`src/rtl/dsd_multiplier_pkg.sv`:
```
// Shared definitions for the shift-add multiplier: FSM state codes (common with the divider) and op-mode decode.
package dsd_multiplier_pkg;

  typedef enum logic [2:0] {
    MUL   = 3'd3,
    IDLE  = 3'd4,
    DONE  = 3'd5,
    DONE2 = 3'd6
  } state_t;

  typedef enum logic [1:0] {
    OP_UU = 2'd0,
    OP_SU = 2'd1,
    OP_SS = 2'd2
  } op_mode_t;

  // ss outranks su
  function automatic op_mode_t op_decode(input logic ss, input logic su);
    if (ss)      return OP_SS;
    else if (su) return OP_SU;
    else         return OP_UU;
  endfunction

endpackage

```
`src/rtl/dsd_negate.sv`:
```
// N-bit conditional two's-complement negate.
module dsd_negate #(
  parameter int N = 160
) (
  input  logic         neg,
  input  logic [N-1:0] d,
  output logic [N-1:0] q
);

  assign q = neg ? (~d + 1'b1) : d;

endmodule

```
`src/rtl/dsd_multiplier.sv`:
```
// Iterative radix-2 shift-add multiplier producing a 2*WID-bit product; ld/done/idle handshake matches the divider.
module dsd_multiplier
  import dsd_multiplier_pkg::*;
#(
  parameter int WID = 80
) (
  input  logic           clk,
  input  logic           rst_n,
  input  logic           ld,
  input  logic           abort,
  input  logic           ss,
  input  logic           su,
  input  logic           isMuli,
  input  logic [WID-1:0] a,
  input  logic [WID-1:0] b,
  input  logic [WID-1:0] imm,
  output logic [WID-1:0] phi,
  output logic [WID-1:0] plo,
  output logic           done,
  output logic           idle
);

  state_t         state, state_nxt;
  logic [WID-1:0] acc, q, mb;
  logic           so;
  logic [7:0]     cnt;

  logic [WID-1:0]   sel, a_abs, sel_abs, ma_n, mb_n;
  logic             so_n;
  logic [WID:0]     sum;
  logic [2*WID-1:0] prod;

  // operand conditioning: magnitudes plus result sign
  always_comb begin
    sel     = isMuli ? imm : b;
    a_abs   = a[WID-1]   ? (~a + 1'b1)   : a;
    sel_abs = sel[WID-1] ? (~sel + 1'b1) : sel;
    ma_n    = a;
    mb_n    = sel;
    so_n    = 1'b0;
    case (op_decode(ss, su))
      OP_SS: begin
        ma_n = a_abs;
        mb_n = sel_abs;
        so_n = a[WID-1] ^ sel[WID-1];
      end
      OP_SU: begin
        ma_n = a_abs;
        so_n = a[WID-1];
      end
      default: ;
    endcase
  end

  // carry out of the add is kept and shifted into acc
  assign sum = {1'b0, acc} + {1'b0, (q[0] ? mb : '0)};

  dsd_negate #(.N(2*WID)) u_neg (
    .neg (so),
    .d   ({acc, q}),
    .q   (prod)
  );

  always_ff @(posedge clk or negedge rst_n) begin
    if (!rst_n) state <= IDLE;
    else        state <= state_nxt;
  end

  always_comb begin
    state_nxt = IDLE;
    case (state)
      IDLE:    state_nxt = ld ? MUL : IDLE;
      MUL:     state_nxt = abort ? IDLE : ((cnt == 8'd0) ? DONE : MUL);
      DONE:    state_nxt = DONE2;
      DONE2:   state_nxt = IDLE;
      default: state_nxt = IDLE;
    endcase
  end

  always_comb begin
    idle = (state == IDLE);
    done = (state == DONE) || (state == DONE2) || ((state == IDLE) && !ld);
  end

  always_ff @(posedge clk or negedge rst_n) begin
    if (!rst_n) begin
      acc <= '0;
      q   <= '0;
      mb  <= '0;
      so  <= 1'b0;
      cnt <= 8'd0;
      phi <= '0;
      plo <= '0;
    end else begin
      case (state)
        IDLE: begin
          if (ld) begin
            acc <= '0;
            q   <= ma_n;
            mb  <= mb_n;
            so  <= so_n;
            cnt <= 8'(WID);
          end else if (abort) begin
            cnt <= 8'd0;
          end
        end
        MUL: begin
          if (abort) begin
            cnt <= 8'd0;
          end else if (cnt != 8'd0) begin
            acc <= sum[WID:1];
            q   <= {sum[0], q[WID-1:1]};
            cnt <= cnt - 8'd1;
          end else begin
            {phi, plo} <= prod;
          end
        end
        default: begin
          if (abort) cnt <= 8'd0;
        end
      endcase
    end
  end

endmodule

```
`config.mk`:
```
export PLATFORM = sky130hd
export DESIGN_NAME = dsd_multiplier
export DESIGN_NICKNAME = d
export VERILOG_FILES = /design/src/rtl/dsd_multiplier_pkg.sv /design/src/rtl/dsd_negate.sv /design/src/rtl/dsd_multiplier.sv
export SDC_FILE = /design/constraint.sdc
export NUM_CORES = 1
export LEC_CHECK = 0
export BUFFER_PORTS_ARGS = -buffer_cell sky130_fd_sc_hd__buf_2
export CORE_UTILIZATION = 43
export CTS_CLUSTER_SIZE = 10
export DETAILED_ROUTE_END_ITERATION = 8
export PLACE_DENSITY = 0.63
export SLEW_MARGIN = 40
export SYNTH_ARGS = -nofsm -noshare
export SYNTH_HDL_FRONTEND = slang
export SYNTH_SLANG_ARGS = --single-unit
```
`constraint.sdc`:
```
create_clock -name clk -period 8 [get_ports clk]
set_input_delay 1.6 -clock clk [delete_from_list [all_inputs] [get_ports clk]]
set_output_delay 1.6 -clock clk [all_outputs]
set_load 0.005 [all_outputs]
```
==> results.cfg, run 1 <==
[power]
leakage_nw = 15.8
p_int_mw = 5.76
p_clk_share_pct = 20.1
total_power_mw = 10.3
power_density_nw_per_um2 = 301
seqPwrFrac_pct = 35.5
p_comb_share_pct = 44.4
vdd_drop_max_v = 0.000175
p_sw_mw = 4.53
p_sw_share_pct = 44.0

[min_path]
whs_path_depth = 2
hp-start = mb[12]$_DFFE_PN0P_
hold_end = mb[12]$_DFFE_PN0P_
min_path_type = reg -> reg

[clock_network]
path_clk_slew_ns = 0.06
root_buffer = clkbuf_16
cts.htree.levels = 2
cts_resized = 0
post-cts-setup-buffers = 0
ctsHoldBuffers = 0
clockBufferDepth = 3
cts_tree = yes
cts_sinks = 412
clkLatencyLatePin_ns = 0.63
numCtsBuffers = 49

[setup_path]
cp_cell_sequence = buf_6 -> mux2i_1 -> ha_1 -> o221ai_1 -> nor4b_1 -> or4b_2 -> nor4_2 -> and4_1 -> nand2_1 -> nor2_1 -> a41oi_1 -> xor2_1 -> o21ai_0
critical_path_class = in -> reg
path_buf_inv = 1
reg2reg_depth = 15
arrival_ns = 5.96
cpMaxStageDelayCell = or4b_2
reg2reg_from = q[0]$_DFFE_PN0P_
crit_family = simple AND/OR/NAND/NOR gates
r2r_slack_ns = 3.17
cp.depth = 13
slowest_delay_ns = 0.71
start_kind = input pin
required_ns = 8.46
r2r_end = acc[68]$_DFFE_PN0P_
end_kind = flip-flop
critPathMaxFanout = 98

[cells_and_area]
drive_gt1_share_pct = 14.5
layout.cells.non_filler = 5021
area_growth_pct = 13.9
fin_area_um2 = 34200
final_net_count = 4401
fillers = 6908

[sta]
setup_viol = 0
hold_ws_ns = 0.457
max_freq_mhz = 182
maxSlewViolCount = 0
fin_skew_ns = 0.0394
finalCritPeriodShare_pct = 68.8
tns_ns = 0
worst_slew_pin_slew_ns = 0.857
grt_setup_unrepaired = no
relSlewSlack_pct = 42.3
hold_viol = 0
post-route-min-period_ns = 5.51

[global_routing]
overflow = 0
grt_max_degree = 231
grt_pass1_wl_mm = 155
antenna_found_initial = 0
track_usage_pct = 27.7
grt_pass1_vias = 26300

[synth]
netlist.area_leader.share_pct = 34.2
yosys-top-cells-count = nand2_1, o21ai_0, dfrtp_1, a21oi_1, nor2_1
synth_seq_cells = 412
synthCells = 3805
synth_top_cell_by_area = dfrtp_1
syn-num-nets = 4138
synth_most_common_cell = nand2_1
synth_flop_cell = dfrtp_1
ys_async_sr_fraction_pct = 100
ys_seq_area_share_pct = 34.3
syn_area_per_cell_um2 = 7.90
synthDistinctLibCells = 92
synthesis.area_um2 = 30100
synth_edf_count = 0
synth_area_leaders = dfrtp_1, o21ai_0, nand2_1
yosysWarnings = 0

[detailed_routing]
viasPerCell = 5.68
wl_per_cell_um = 19.9
drt-total-wl_mm = 100
ant_nets = 0
drtPass1Iterations = 6
drc_errors = 0
vias = 28500
drt-initial-drc-count = 2566

[die]
initial_core_util_pct = 43.7
dieHeight_um = 266
ios = 409
dieWidth_um = 266
num_rows = 96
core_area_um2 = 68800
die-area_um2 = 71000

[place]
portBuffers = 408
post-dp-hpwl_mm = 77.7
dpl_cell_area_um2 = 32700
dp_cells = 4946
place.gp.congestion = 0.966

[status]
outcome = complete, no violations

[run]
maxCapViolations = 0
-- worst reg2reg max path, stage by stage, from the launching register on --
cell and delay, ns:
dfrtp_2 0.39, buf_4 0.52, nand2_1 0.33, inv_1 0.11, ha_1 0.24, a211oi_1 0.23, o21bai_1 0.18, o41ai_1 0.58
a21oi_1 0.24, o21ai_0 0.49, o21ai_0 0.31, a21oi_1 0.31, o31ai_1 0.16, a21o_1 0.25, xnor2_1 0.24, o21ai_0 0.11
-- stage by stage --
step	utilization, %	setup slack [ns]
final	49.7	2.49
after global routing	49.7	2.04
after CTS	49.6	2.46
after detailed placement	47.5	1.82
after global placement	47.4	1.95
after floorplan	-	0.980
-- power groups by stage --
stage | registers, mW | logic [mW] | clock network (mW)
after global placement | 3.63 | 4.49 | 0
after global routing | 3.75 | 5.09 | 2.19
after floorplan | 3.39 | 3.03 | 0
final | 3.65 | 4.57 | 2.07
after CTS | 3.63 | 4.54 | 2.11
after detailed placement | 3.67 | 4.53 | 0
-- area by class of cell --
cell class	count	area, µm²	area share, %
Timing Repair Buffer	441	2430	7.10
Sequential cell	412	10300	30.1
Tap cell	931	1160	3.40
Clock buffer	67	1360	3.96
Clock inverter	5	57.6	0.168
Multi-Input combinational cell	3119	18700	54.7
Antenna cell	1	2.50	0.00731
Inverter	45	169	0.493
-- worst max path at each step --
stage                     slack, ns                  to    from
after global routing           2.04  mb[78]$_DFFE_PN0P_  isMuli
after floorplan                0.98  mb[66]$_DFFE_PN0P_  isMuli
after CTS                      2.46  mb[78]$_DFFE_PN0P_  isMuli
after detailed placement       1.82  mb[78]$_DFFE_PN0P_  isMuli
final                          2.49  mb[78]$_DFFE_PN0P_  isMuli
after global placement         1.95  mb[78]$_DFFE_PN0P_  isMuli
-- kinds of logic (layout without fill, tap and decap cells) --
logic type,Yosys count,count (layout),share of synthesized area (%)
and+or+nand+nor,1485,1485,24.0
AOI/OAI and AO/OA,1084,1084,20.5
DFF,412,412,34.3
xor gates and xnor gates,382,382,11.2
buffers and inverters,274,558,3.72
adders and majority gates,86,86,3.60
muxes,82,82,2.77
other,0,1,0
-- sequential cells by signal, indices dropped and copies added (netlist names) --
signal,cells
acc,80
mb,80
phi,80
plo,80
q,80
cnt,8
state,3
so,1
-- metal layers --
metal	share of wire, %	vias to the layer above	GRT usage, %
met1	47	13400	40.5
met4	2.7	0	7.47
met3	6.6	155	3.92
met5	0	-	0
met2	44	964	42.5
li1	-	14000	-
-- placed cells by master, fill, tap and decap left out, drive strengths merged, types with 4 or more instances in the layout --
master and count:
nand2 559, o21ai 558, buf 441, dfrtp 411, a21oi 282, nor2 250, xor2 226, xnor2 156
nand3 119, nor3 115, and2 98, ha 85, mux2i 73, clkbuf 67, or3 64, nand4 57
o31ai 55, nor4 50, inv 47, nand2b 40, a21o 38, or4 33, a31oi 25, or2 25
o41ai 25, and3 19, o21bai 18, nor3b 16, nor2b 14, mux2 9, o211ai 8, o22ai 8
o21a 8, a211oi 7, or3b 7, a41oi 6, nand4b 5, nor4b 5, a211o 4
Power figures use the tool's default switching activity.
==> inputs of run 2 (changes only) <==
--- a/config.mk
+++ b/config.mk
@@ -5,11 +5,12 @@
 export SDC_FILE = /design/constraint.sdc
 export NUM_CORES = 1
 export LEC_CHECK = 0
+export ABC_AREA = 1
 export BUFFER_PORTS_ARGS = -buffer_cell sky130_fd_sc_hd__buf_2
 export CORE_UTILIZATION = 43
 export CTS_CLUSTER_SIZE = 10
 export DETAILED_ROUTE_END_ITERATION = 8
-export PLACE_DENSITY = 0.63
+export PLACE_DENSITY = 0.62
 export SLEW_MARGIN = 40
 export SYNTH_ARGS = -nofsm -noshare
 export SYNTH_HDL_FRONTEND = slang
==> constraint.sdc (replaced) <==
create_clock -name clk -period 5.6 [get_ports clk]
set_input_delay 1.12 -clock clk [delete_from_list [all_inputs] [get_ports clk]]
set_output_delay 1.12 -clock clk [all_outputs]
set_load 0.005 [all_outputs]
==> run 2 against run 1 <==
Against the previous run: die area up 18%; sequential power up 40%; non-clock buffer count unchanged; sequential share of layout area down 4.5 points; largest cell class unchanged; area after synthesis up 19%; critical path type is now reg -> reg; via count up 46%; synthesized cell count up 58%; routed wire length up 63%; hold slack worse by 0.11 ns; utilization down 0.73 points; largest power group unchanged; design area up 18%; setup slack worse by 0.63 ns.
==> results.cfg, run 2 <==
[setup_path]
reg2reg_depth = 20
critical_path_class = reg -> reg
r2r_slack_ns = 1.86
crit_end = acc[71]$_DFFE_PN0P_
cp_common_cell = nand2_1
start_kind = flip-flop
reg2reg_from = q[0]$_DFFE_PN0P_
cp-startpoint = q[0]$_DFFE_PN0P_
slowest_delay_ns = 0.56
end_kind = flip-flop
critPathMaxFanout = 80
r2r_end = acc[71]$_DFFE_PN0P_
required_ns = 6.10
arrival_ns = 4.24
cpMaxStageDelayCell = buf_4
cp_cell_sequence = buf_4 -> nand2_1 -> inv_1 -> ha_1 -> inv_1 -> fa_1 -> inv_1 -> nand3_1 -> nand2_1 -> nand2_1 -> nand3_1 -> nand2_1 -> nand3_1 -> nand2_1 -> nand2_1 -> nand2_1 -> nand2_1 -> nand2_1 -> nand3_1 -> nand2_1

[die]
die-area_um2 = 84000
dieHeight_um = 290
initial_core_util_pct = 43.4
core_area_um2 = 82100
ios = 409
dieWidth_um = 290
num_rows = 105

[synth]
synth_top_cell_by_area = dfrtp_1
yosys-top-cells-count = nand2_1, nor2_1, inv_1, nand3_1, dfrtp_1
synthesis.area_um2 = 35600
synth_edf_count = 0
ys_seq_area_share_pct = 28.9
syn-num-nets = 6353
yosysWarnings = 0
netlist.area_leader.share_pct = 28.9
syn_area_per_cell_um2 = 5.92
synth_seq_cells = 412
synth_most_common_cell = nand2_1
synthCells = 6020
synthDistinctLibCells = 48
synth_flop_cell = dfrtp_1
synth_area_leaders = dfrtp_1, nand2_1, nor2_1
ys_async_sr_fraction_pct = 100

[cells_and_area]
final_cell_mix = nand2_1, nor2_1, inv_1
final_net_count = 6673
antennaDiodeCount = 0
area_growth_pct = 12.9
drive_gt1_share_pct = 9.30
final_common_cell = nand2_1
fillers = 8949

[global_routing]
track_usage_pct = 38.1
grt_pass1_wl_mm = 244
grt_pass1_vias = 38200
overflow = 0
grt_max_degree = 159
antenna_found_initial = 1

[clock_network]
ctsHoldBuffers = 0
root_buffer = clkbuf_16
clockBufferDepth = 3
cts.htree.levels = 2
cts_tree = yes
numCtsBuffers = 52
clkLatencyLatePin_ns = 0.65
path_clk_slew_ns = 0.05
post-cts-setup-buffers = 0
cts_sinks = 412
cts_resized = 0

[sta]
grt_setup_unrepaired = no
hold_viol = 0
max_freq_mhz = 268
setup_viol = 0
maxSlewViolCount = 0
finalCritPeriodShare_pct = 66.7
relSlewSlack_pct = 37.2
fin_skew_ns = 0.0595
post-route-min-period_ns = 3.74
hold_ws_ns = 0.347
tns_ns = 0
worst_slew_pin_slew_ns = 0.939
layout_setup_ws_ns = 1.86

[detailed_routing]
drc_errors = 0
vias = 41600
ant_nets = 0
drt-total-wl_mm = 163
drtPass1Iterations = 6
drt-initial-drc-count = 4908
viasPerCell = 5.60
wl_per_cell_um = 22.0

[place]
portBuffers = 408
place.gp.congestion = 1.05
post-dp-hpwl_mm = 135
place_ws_ns = 1.68

[run]
maxCapViolations = 0

[status]
outcome = complete, no violations

[power]
vdd_drop_max_v = 0.000464
power_density_nw_per_um2 = 398
leakage_nw = 21.5

[min_path]
min_path_type = in -> async
run 2: layout make-up:
| class | instances | area (µm²) | share of cell area [%] |
|---|---|---|---|
| Timing Repair Buffer | 441 | 2410 | 5.98 |
| Tap cell | 1070 | 1340 | 3.33 |
| Multi-Input combinational cell | 4707 | 21800 | 54.3 |
| Inverter | 726 | 2730 | 6.78 |
| Clock buffer | 64 | 1420 | 3.52 |
| Clock inverter | 13 | 196 | 0.488 |
| Sequential cell | 412 | 10300 | 25.6 |
run 2: metal layers:
| layer | vias to the layer above | global-route usage (%) | wire length [µm] |
|---|---|---|---|
| met2 | 2175 | 55.2 | 66400 |
| li1 | 19900 | - | - |
| met3 | 275 | 7.30 | 17100 |
| met5 | - | 0 | 9 |
| met1 | 19200 | 56.2 | 73500 |
| met4 | 2 | 12.8 | 6320 |
run 2: worst min-delay path by stage:
stage                         from  depth (start not counted)                   to  slack [ns]
3_3_place_gp   phi[30]$_DFFE_PN0P_                          2  phi[30]$_DFFE_PN0P_        0.46
4_1_cts        phi[41]$_DFFE_PN0P_                          2  phi[41]$_DFFE_PN0P_        0.48
3_5_place_dp   phi[41]$_DFFE_PN0P_                          2  phi[41]$_DFFE_PN0P_        0.46
5_1_grt                      rst_n                          1   plo[3]$_DFFE_PN0P_        0.37
2_1_floorplan    q[77]$_DFFE_PN0P_                          2    q[77]$_DFFE_PN0P_        0.45
6_report                     rst_n                          1   plo[3]$_DFFE_PN0P_        0.35
run 2: kinds of logic (layout without fill, tap and decap cells):
logic type	Yosys count	count (layout)	share of synthesized area (%)
simple gates	3634	3634	41.8
buf+inv	901	1244	9.91
compound gates	837	837	12.7
flops	412	412	28.9
xor+xnor	149	149	3.66
fa+ha+maj	86	86	3.04
mux	1	1	0.0281
run 2: report_power, final:
group / total, mW / switching, mW / internal (mW) / leakage [nW]
Combinational: 7.61 / 5.32 / 2.29 / 15.3
Clock: 3.28 / 1.37 / 1.91 / 0.785
Sequential: 5.12 / 1.09 / 4.03 / 5.42
Total: 16.0 / 7.78 / 8.23 / 21.5
run 2: through the flow:
stage / instance area [µm²] / utilization, % / total power [mW] / instances
final: 40200 / 49.0 / 16.0 / 7433
after global routing: 40200 / 49.0 / 16.9 / 7433
after CTS: 40200 / 49.0 / 15.7 / 7432
after detailed placement: 38600 / 47.0 / 12.4 / 7355
after global placement: 38600 / 47.0 / 12.4 / 7355
after floorplan: 35600 / - / 9.24 / 6020
run 2: worst max-delay path: cells and delay by family, from the launching register on:
kind	cells	cell delay [ns]
AND/OR/NAND/NOR	14	1.77
flip-flops	1	0.36
buffers and inverters	4	0.82
adder cells (fa/ha/maj)	2	0.64
